--- src/rtl/serial_parity_defs.sv ---
// ---------------------------------------------------------------------------
// serial_parity_defs
// Shared definitions for the serial parity path (receiver and transmitter).
//   state_t    : FSM state encoding (IDLE/DATA/PARITY/STOP)
//   DATA_W_DEF : default number of data bits per frame
//   PAR_EVEN / PAR_ODD : parity-mode selectors
//   cnt_width  : width of a bit counter able to hold 0..n
// ---------------------------------------------------------------------------
package serial_parity_defs;

  typedef enum logic [1:0] {
    IDLE   = 2'd0,
    DATA   = 2'd1,
    PARITY = 2'd2,
    STOP   = 2'd3
  } state_t;

  localparam int DATA_W_DEF = 9;

  localparam int PAR_EVEN = 0;
  localparam int PAR_ODD  = 1;

  // The counter steps once past the last data index before the FSM leaves
  // DATA, so it is sized to hold n itself.
  function automatic int cnt_width(input int n);
    return (n < 1) ? 1 : $clog2(n + 1);
  endfunction

endpackage

--- src/rtl/serial_parity_rx_parity_accum.sv ---
// ---------------------------------------------------------------------------
// parity_accum
// Bit counter plus running-parity flop, shared by the serial transmitter and
// receiver.
// Ports:
//   clk        : system clock, rising edge
//   i_clr      : synchronous active-high clear (count=0, parity=0)
//   i_load     : restart: count=0, parity=i_load_par
//   i_load_par : parity seed applied on i_load (selects even/odd sense)
//   i_step     : count+1, parity ^= i_bit
//   i_bit      : bit folded into the parity on i_step
//   o_cnt      : current bit count
//   o_par      : running parity
// Priority: clear > load > step.
// ---------------------------------------------------------------------------
module parity_accum #(
  parameter int CNT_W = 4
) (
  input  logic             clk,
  input  logic             i_clr,
  input  logic             i_load,
  input  logic             i_load_par,
  input  logic             i_step,
  input  logic             i_bit,
  output logic [CNT_W-1:0] o_cnt,
  output logic             o_par
);

  logic [CNT_W-1:0] r_cnt;
  logic             r_par;

  always_ff @(posedge clk) begin
    if (i_clr) begin
      r_cnt <= '0;
      r_par <= 1'b0;
    end else if (i_load) begin
      r_cnt <= '0;
      r_par <= i_load_par;
    end else if (i_step) begin
      r_cnt <= r_cnt + 1'b1;
      r_par <= r_par ^ i_bit;
    end
  end

  assign o_cnt = r_cnt;
  assign o_par = r_par;

endmodule

--- src/rtl/serial_parity_rx.sv ---
// ---------------------------------------------------------------------------
// serial_parity_rx
// Serial receiver/checker for the parity path. Deserialises an LSB-first
// frame (start bit, DATA_W data bits, parity bit, stop bit) sampled on
// en=1 edges, recomputes parity and flags parity and framing errors.
// Ports:
//   clk      : system clock, rising edge
//   clr      : synchronous active-high reset, highest priority
//   en       : bit-sample enable; rx consumed only when en=1
//   rx       : serial line, idles high
//   data_out : last received data word (updates with valid)
//   valid    : one-cycle pulse when a frame completes
//   par_err  : parity mismatch on last frame, held until next valid
//   frm_err  : stop bit sampled low on last frame, held until next valid
//   busy     : high whenever the FSM is not in IDLE
//   err_cnt  : saturating count of errored frames
// Build option: define SERIAL_PARITY_RX_ERRCNT_EN to build the error
// counter; otherwise err_cnt is constant zero. Port list is identical.
// ---------------------------------------------------------------------------
module serial_parity_rx
  import serial_parity_defs::*;
#(
  parameter int DATA_W  = DATA_W_DEF,
  parameter int ODD_PAR = PAR_EVEN
) (
  input  logic              clk,
  input  logic              clr,
  input  logic              en,
  input  logic              rx,
  output logic [DATA_W-1:0] data_out,
  output logic              valid,
  output logic              par_err,
  output logic              frm_err,
  output logic              busy,
  output logic [7:0]        err_cnt
);

  localparam int               CNT_W    = cnt_width(DATA_W);
  localparam logic [CNT_W-1:0] LAST_IDX = CNT_W'(DATA_W - 1);
  // Seeding the accumulator with 1 turns the even-parity check into an odd one.
  localparam logic             PAR_SEED = (ODD_PAR != 0);

  state_t            r_state;
  logic [DATA_W-1:0] r_shift;
  logic [DATA_W-1:0] r_data;
  logic              r_valid;
  logic              r_par_err;
  logic              r_frm_err;
  logic              r_busy;
  logic              r_par_bad;

  logic [CNT_W-1:0]  w_bit_cnt;
  logic              w_par_acc;
  logic              w_load;
  logic              w_step;
  logic              w_stop;
  logic [DATA_W-1:0] w_hit;

  assign w_load = en && (r_state == IDLE) && !rx;
  assign w_step = en && (r_state == DATA);
  assign w_stop = en && (r_state == STOP);

  parity_accum #(
    .CNT_W (CNT_W)
  ) u_accum (
    .clk        (clk),
    .i_clr      (clr),
    .i_load     (w_load),
    .i_load_par (PAR_SEED),
    .i_step     (w_step),
    .i_bit      (rx),
    .o_cnt      (w_bit_cnt),
    .o_par      (w_par_acc)
  );

  // One-hot decode of the bit counter: selects which shift bit takes rx.
  for (genvar gi = 0; gi < DATA_W; gi++) begin : g_hit
    assign w_hit[gi] = (w_bit_cnt == CNT_W'(gi));
  end

  always_ff @(posedge clk) begin
    if (clr) begin
      r_state   <= IDLE;
      r_shift   <= '0;
      r_data    <= '0;
      r_valid   <= 1'b0;
      r_par_err <= 1'b0;
      r_frm_err <= 1'b0;
      r_busy    <= 1'b0;
      r_par_bad <= 1'b0;
    end else begin
      // valid is a strict one-cycle pulse regardless of en.
      r_valid <= 1'b0;
      if (en) begin
        case (r_state)
          IDLE: begin
            if (!rx) begin
              r_state <= DATA;
              r_busy  <= 1'b1;
            end
          end
          DATA: begin
            for (int i = 0; i < DATA_W; i++) begin
              if (w_hit[i]) r_shift[i] <= rx;
            end
            if (w_bit_cnt == LAST_IDX) r_state <= PARITY;
          end
          PARITY: begin
            r_par_bad <= w_par_acc ^ rx;
            r_state   <= STOP;
          end
          STOP: begin
            r_data    <= r_shift;
            r_par_err <= r_par_bad;
            r_frm_err <= ~rx;
            r_valid   <= 1'b1;
            r_state   <= IDLE;
            r_busy    <= 1'b0;
          end
          default: begin
            r_state <= IDLE;
            r_busy  <= 1'b0;
          end
        endcase
      end
    end
  end

  assign data_out = r_data;
  assign valid    = r_valid;
  assign par_err  = r_par_err;
  assign frm_err  = r_frm_err;
  assign busy     = r_busy;

`ifdef SERIAL_PARITY_RX_ERRCNT_EN
  logic [7:0] r_err_cnt;

  // Counted on the stop-sample edge so err_cnt moves together with valid.
  always_ff @(posedge clk) begin
    if (clr) begin
      r_err_cnt <= 8'h00;
    end else if (w_stop && (r_par_bad || !rx) && (r_err_cnt != 8'hFF)) begin
      r_err_cnt <= r_err_cnt + 8'h01;
    end
  end

  assign err_cnt = r_err_cnt;
`else
  assign err_cnt = 8'h00;
`endif

endmodule

--- config.mk ---
export PLATFORM = sky130hd
export DESIGN_NAME = serial_parity_rx
export DESIGN_NICKNAME = d
export VERILOG_FILES = /design/src/rtl/serial_parity_defs.sv /design/src/rtl/serial_parity_rx_parity_accum.sv /design/src/rtl/serial_parity_rx.sv
export SDC_FILE = /design/constraint.sdc
export NUM_CORES = 1
export LEC_CHECK = 0
export CELL_PAD_IN_SITES_DETAIL_PLACEMENT = 1
export CELL_PAD_IN_SITES_GLOBAL_PLACEMENT = 1
export CORE_MARGIN = 2
export CORE_UTILIZATION = 41
export CTS_CLUSTER_SIZE = 14
export DETAILED_ROUTE_END_ITERATION = 16
export PLACE_DENSITY_LB_ADDON = 0.12
export SYNTH_ARGS = -nofsm -noshare
export SYNTH_HDL_FRONTEND = slang
export SYNTH_SLANG_ARGS = --single-unit
--- constraint.sdc ---
create_clock -name clk -period 1.9 [get_ports clk]
set_input_delay 0.38 -clock clk [delete_from_list [all_inputs] [get_ports clk]]
set_output_delay 0.38 -clock clk [all_outputs]
set_load 0.01 [all_outputs]
# Word-level counts from Yosys, hierarchy flattened
# Cells that the tools add are included.
[word_totals]
reg_bits = 30
[op_classes]
addsub = 1
n_eq_ne = 13
muxes = 6
reduce_logical = 22
n_bitwise = 3
[ops]
columns = ["op", "n"]
rows = [
  ["$reduce_and 3->1", 11],
  ["$eq 4x3->1 const B", 4],
  ["$eq 4x2->1 const B", 2],
  ["$pmux 2 s4", 1],
  ["$add 4x1->4 const B", 1],
  ["$eq 2x2->1 const B", 2],
  ["$eq 4x1->1 const B", 1],
  ["$eq 4x4->1 const B", 1],
  ["$logic_not 4->1", 1],
  ["$mux 2", 2],
  ["$ne 2x2->1 const B", 2],
  ["$reduce_and 2->1", 2],
  ["$reduce_or 2->1", 2],
  ["$logic_and 1x1->1", 3],
  ["$eq 2x1->1 const B", 1],
  ["$logic_not 2->1", 1],
  ["$mux 1", 2],
  ["$not 1->1", 2],
  ["$pmux 1 s2", 1],
  ["$reduce_bool 2->1", 1],
  ["$logic_not 1->1", 1],
  ["$xor 1x1->1", 1],
]

# Longest topological paths before layout
[logic_depth]
word_depth = 4
depth_mapped = 5
depth_no_buf = 5

# By module
# From an unflattened synthesis, not the netlist that was laid out.
[unflattened]
cells_unflattened = 159
hier_area_um2 = 1421.4
[by_module_without_submodules]
columns = ["module", "cells_each", "area_each_um2", "instances"]
rows = [
  ["serial_parity_rx", 136, 1172.4, 1],
  ["parity_accum", 23, 249.0, 1],
]

# Least setup slack after synthesis
# Ideal clock, no wire load.
[synth_path]
path_type = "register -> register"
from = "reg r_state[1]"
to = "reg u_accum.r_cnt[3] (netlist: u_accum.o_cnt[3])"
setup_time_ps = 70
arrival_ps = 1230
synth_period_minus_slack_ps = 1300
required_time_ps = 1830
n_path_buf = 0
slack_ps = 600
stages_incl_launch_ff = 6
cell_sequence = "dfxtp_1 inv_1 ha_1 nand2_2 or3_1 a21oi_1"
[synth_via]
elab_chain_cells = 4
[synth_rtl]
columns = ["element", "line", "source"]
rows = [
  ["start: declaration", "serial_parity_rx.sv:43", "state_t r_state;"],
  ["start signal: assignment", "serial_parity_rx.sv:83", "r_state <= IDLE;"],
  ["start signal: assignment", "serial_parity_rx.sv:98", "r_state <= DATA;"],
  ["start signal: assignment", "serial_parity_rx.sv:106", "if (w_bit_cnt == LAST_IDX) r_state <= PARITY;"],
  ["$logic_not 2->1", "serial_parity_rx.sv:59", "assign w_load = en && (r_state == IDLE) && !rx;"],
  ["$logic_and 1x1->1 (2 in a row)", "serial_parity_rx.sv:59", ""],
  ["$reduce_or 2->1 (no line)", "--", ""],
  ["end signal: assignment", "serial_parity_rx_parity_accum.sv:40", "r_cnt <= r_cnt + 1'b1;"],
  ["end: declaration", "serial_parity_rx_parity_accum.sv:29", "logic [CNT_W-1:0] r_cnt;"],
]
# Parallel ways exist; a longest one is shown, timed or not.
# A chain may end at the register's enable or synchronous reset.

# Worst setup path after layout
[layout_path]
from = "reg r_busy (netlist: busy)"
to = "out busy"
[layout_rtl]
columns = ["element", "line", "source"]
rows = [
  ["start: declaration", "serial_parity_rx.sv:49", "logic r_busy;"],
  ["start signal: assignment", "serial_parity_rx.sv:89", "r_busy <= 1'b0;"],
  ["start signal: assignment", "serial_parity_rx.sv:99", "r_busy <= 1'b1;"],
  ["start signal: assignment", "serial_parity_rx.sv:118", "r_busy <= 1'b0;"],
  ["end: declaration", "serial_parity_rx.sv:34", "output logic busy,"],
]
# No word-level cell between the ends.

==> impl_metrics.ini <==
[status]
status = finished clean

[place]
gp_congestion = 0.786
post-dp-hpwl_um = 2210
post_dp_cell_area_um2 = 1590
post-place-cells = 217
portBuffers = 16
pre_cts_ws_ns = 0.0359

[timing]
hold_viol_final = 0
max_freq_ghz = 0.618
setup_violations = 0
setup_tns_ns = 0
rsz0062_at_grt = false
finalWorstSetupSlack_ns = 0.281
fin_crit_ns = 1.62
hold_slack_ns = 0.455
fin_worst_skew_ns = 0.00465
min_period_over_period_pct = 85.2
drv_slew = 0

[yosys]
ys_types = 29
seq_area_frac_synth_pct = 42.5
ys_ff_latch = 30
netlist_area_um2 = 1410
synth-edff-count = 0
syn_inst = 160
postSynthAreaPerCell_um2 = 8.83
synthArstFlopShare_pct = 0
ys_warn_count = 0
yosys_most_used_dff = dfxtp_1

[floorplan]
core_area_um2 = 3310
fp.dieW_um = 62.7
dieHeight_um = 62.7
dieArea_um2 = 3930
start_util_pct = 42.7
pin_count = 25
placementRows = 21

[worst_setup_path]
slowest_stage = clkdlybuf4s50_1
cp-end-kind = output port
cp-start-kind = register
crit_buf_inv = 1
crit_arrival_ns = 1.24
required_ns = 1.52
crit_family = buffers and inverters
crit_chain = clkdlybuf4s50_1
max_stage_delay_ns = 0.55
cp_max_fo = 3
criticalPathCategory = register to output port

[detailed_routing]
wl_per_cell_um = 13.2
viasPerCell = 4.72
drc = 0
drtIter0Drc = 32
routed_wl_um = 2960
ant_nets = 0
via_count = 1062
firstDrtPassIters = 4

[clocking]
cts_tree = built
numCtsBuffers = 5
root_buffer = clkbuf_4
cts_resized = 0
path_clk_slew_ns = 0.09
clockBufferDepth = 2
cts_max_level = 2
clock_sinks = 30
insertion_delay_ns = 0.33
ctsHoldBuffers = 0
cts_setup_buffers = 0

[global_routing]
grt_overflow = 0
grt_pass1_wl_um = 5350
grt_max_degree = 18
grt_pass1_vias = 1169
grt_usage_pct = 17.7
grt_antenna_before_repair = 0

[power]
p_per_area_nw_per_um2 = 727
finalPower_mw = 1.20
ir_drop_v = 0.000318
power.leakage_nw = 0.645

[hold_path]
hold_class = register to register

[cells_and_area]
fin_cells = 225
diodes = 0
utilization_pct = 49.7
fin_nets = 191
area_growth_pct = 16.6
drive_gt1_share_pct = 8.94
stdcell_area_um2 = 1650

[run]
maxCapViolCount = 0
state kept, by name, summed over array words and instances, names as in the netlist:
name,count
r_state,2
busy,1
r_shift,9
valid,1
r_par_bad,1
par_err,1
u_accum.o_par,1
data_out,9
frm_err,1
u_accum.o_cnt,4
area by class of cell:
type | instances | area (um^2)
Clock buffer | 7 | 55.1
Sequential cell | 30 | 601
Multi-Input combinational cell | 115 | 716
Tap cell | 46 | 57.6
Inverter | 6 | 22.5
Clock inverter | 1 | 5.00
Fill cell | 423 | 1660
Timing Repair Buffer | 20 | 190
logic make-up (layout without fill, tap and decap cells):
logic type / count (synthesis) / in the layout / share of synthesized area (%)
AND/OR/NAND/NOR: 61 / 61 / 21.3
flip-flops: 30 / 30 / 42.5
AO/OA/AOI/OAI: 23 / 23 / 9.74
buffers and inverters: 22 / 34 / 8.68
multiplexers: 10 / 10 / 7.09
adder cells (fa/ha/maj): 9 / 9 / 7.97
XOR/XNOR: 4 / 4 / 2.48
other: 1 / 8 / 0.265
cell usage in the layout, fill, tap and decap left out:
master / Yosys / layout
mux2i_1: 10 / 10
a311oi_1: 1 / 1
nand3b_1: 1 / 1
clkdlybuf4s50_1: 0 / 16
inv_1: 6 / 6
nand3_1: 4 / 4
o21ai_0: 3 / 3
o21bai_1: 1 / 1
a21oi_1: 15 / 15
nand2_2: 1 / 1
and2_1: 2 / 2
conb_1: 1 / 8
clkinv_2: 0 / 1
and4bb_2: 1 / 1
xnor2_1: 2 / 2
a211oi_1: 1 / 1
a31o_2: 1 / 1
nand2_1: 31 / 31
nor2_1: 5 / 5
nand2b_1: 12 / 12
or3_1: 2 / 2
dfxtp_1: 30 / 30
nor3b_1: 1 / 1
clkbuf_4: 0 / 5
buf_4: 9 / 4
a221oi_2: 1 / 1
clkbuf_8: 0 / 1
clkbuf_1: 1 / 1
and4b_2: 1 / 1
ha_1: 9 / 9
xor2_1: 2 / 2
where the power goes:
group	internal, mW	switching [mW]	total, mW
sequential	0.642	0.0130	0.655
combinational	0.0578	0.0837	0.142
clock	0.179	0.221	0.400
total	0.879	0.318	1.20
Yosys cell counts (all sizes together) (3+ instances only):
cell type | instances | area share [%]
a21oi | 15 | 5.3
buf | 15 | 6.8
dfxtp | 30 | 43
ha | 9 | 8.0
inv | 6 | 1.6
mux2i | 10 | 7.1
nand2 | 32 | 8.7
nand2b | 12 | 5.3
nand3 | 4 | 1.4
nor2 | 5 | 1.3
o21ai | 3 | 1.1
metal layers:
layer | GRT usage (%) | vias to the layer above | share of wire (%) | wire [um]
li1 | - | 540 | - | -
met1 | 20.2 | 492 | 44 | 1290
met2 | 30.9 | 23 | 50 | 1490
met3 | 5.41 | 7 | 4.4 | 130
met4 | 6.67 | 0 | 1.7 | 49
met5 | 0 | - | 0 | 0
final timing paths:
kind | startpoint | to | slack, ns | cells after the start
worst max register to register | r_state[1] | u_accum.o_cnt[3] | 0.36 | 5
worst min register to register | data_out[5] | data_out[5] | 0.45 | 2
worst max-delay path | busy | busy | 0.28 | 1
worst min-delay path | data_out[5] | data_out[5] | 0.45 | 2
Power figures use the tool's default switching activity.
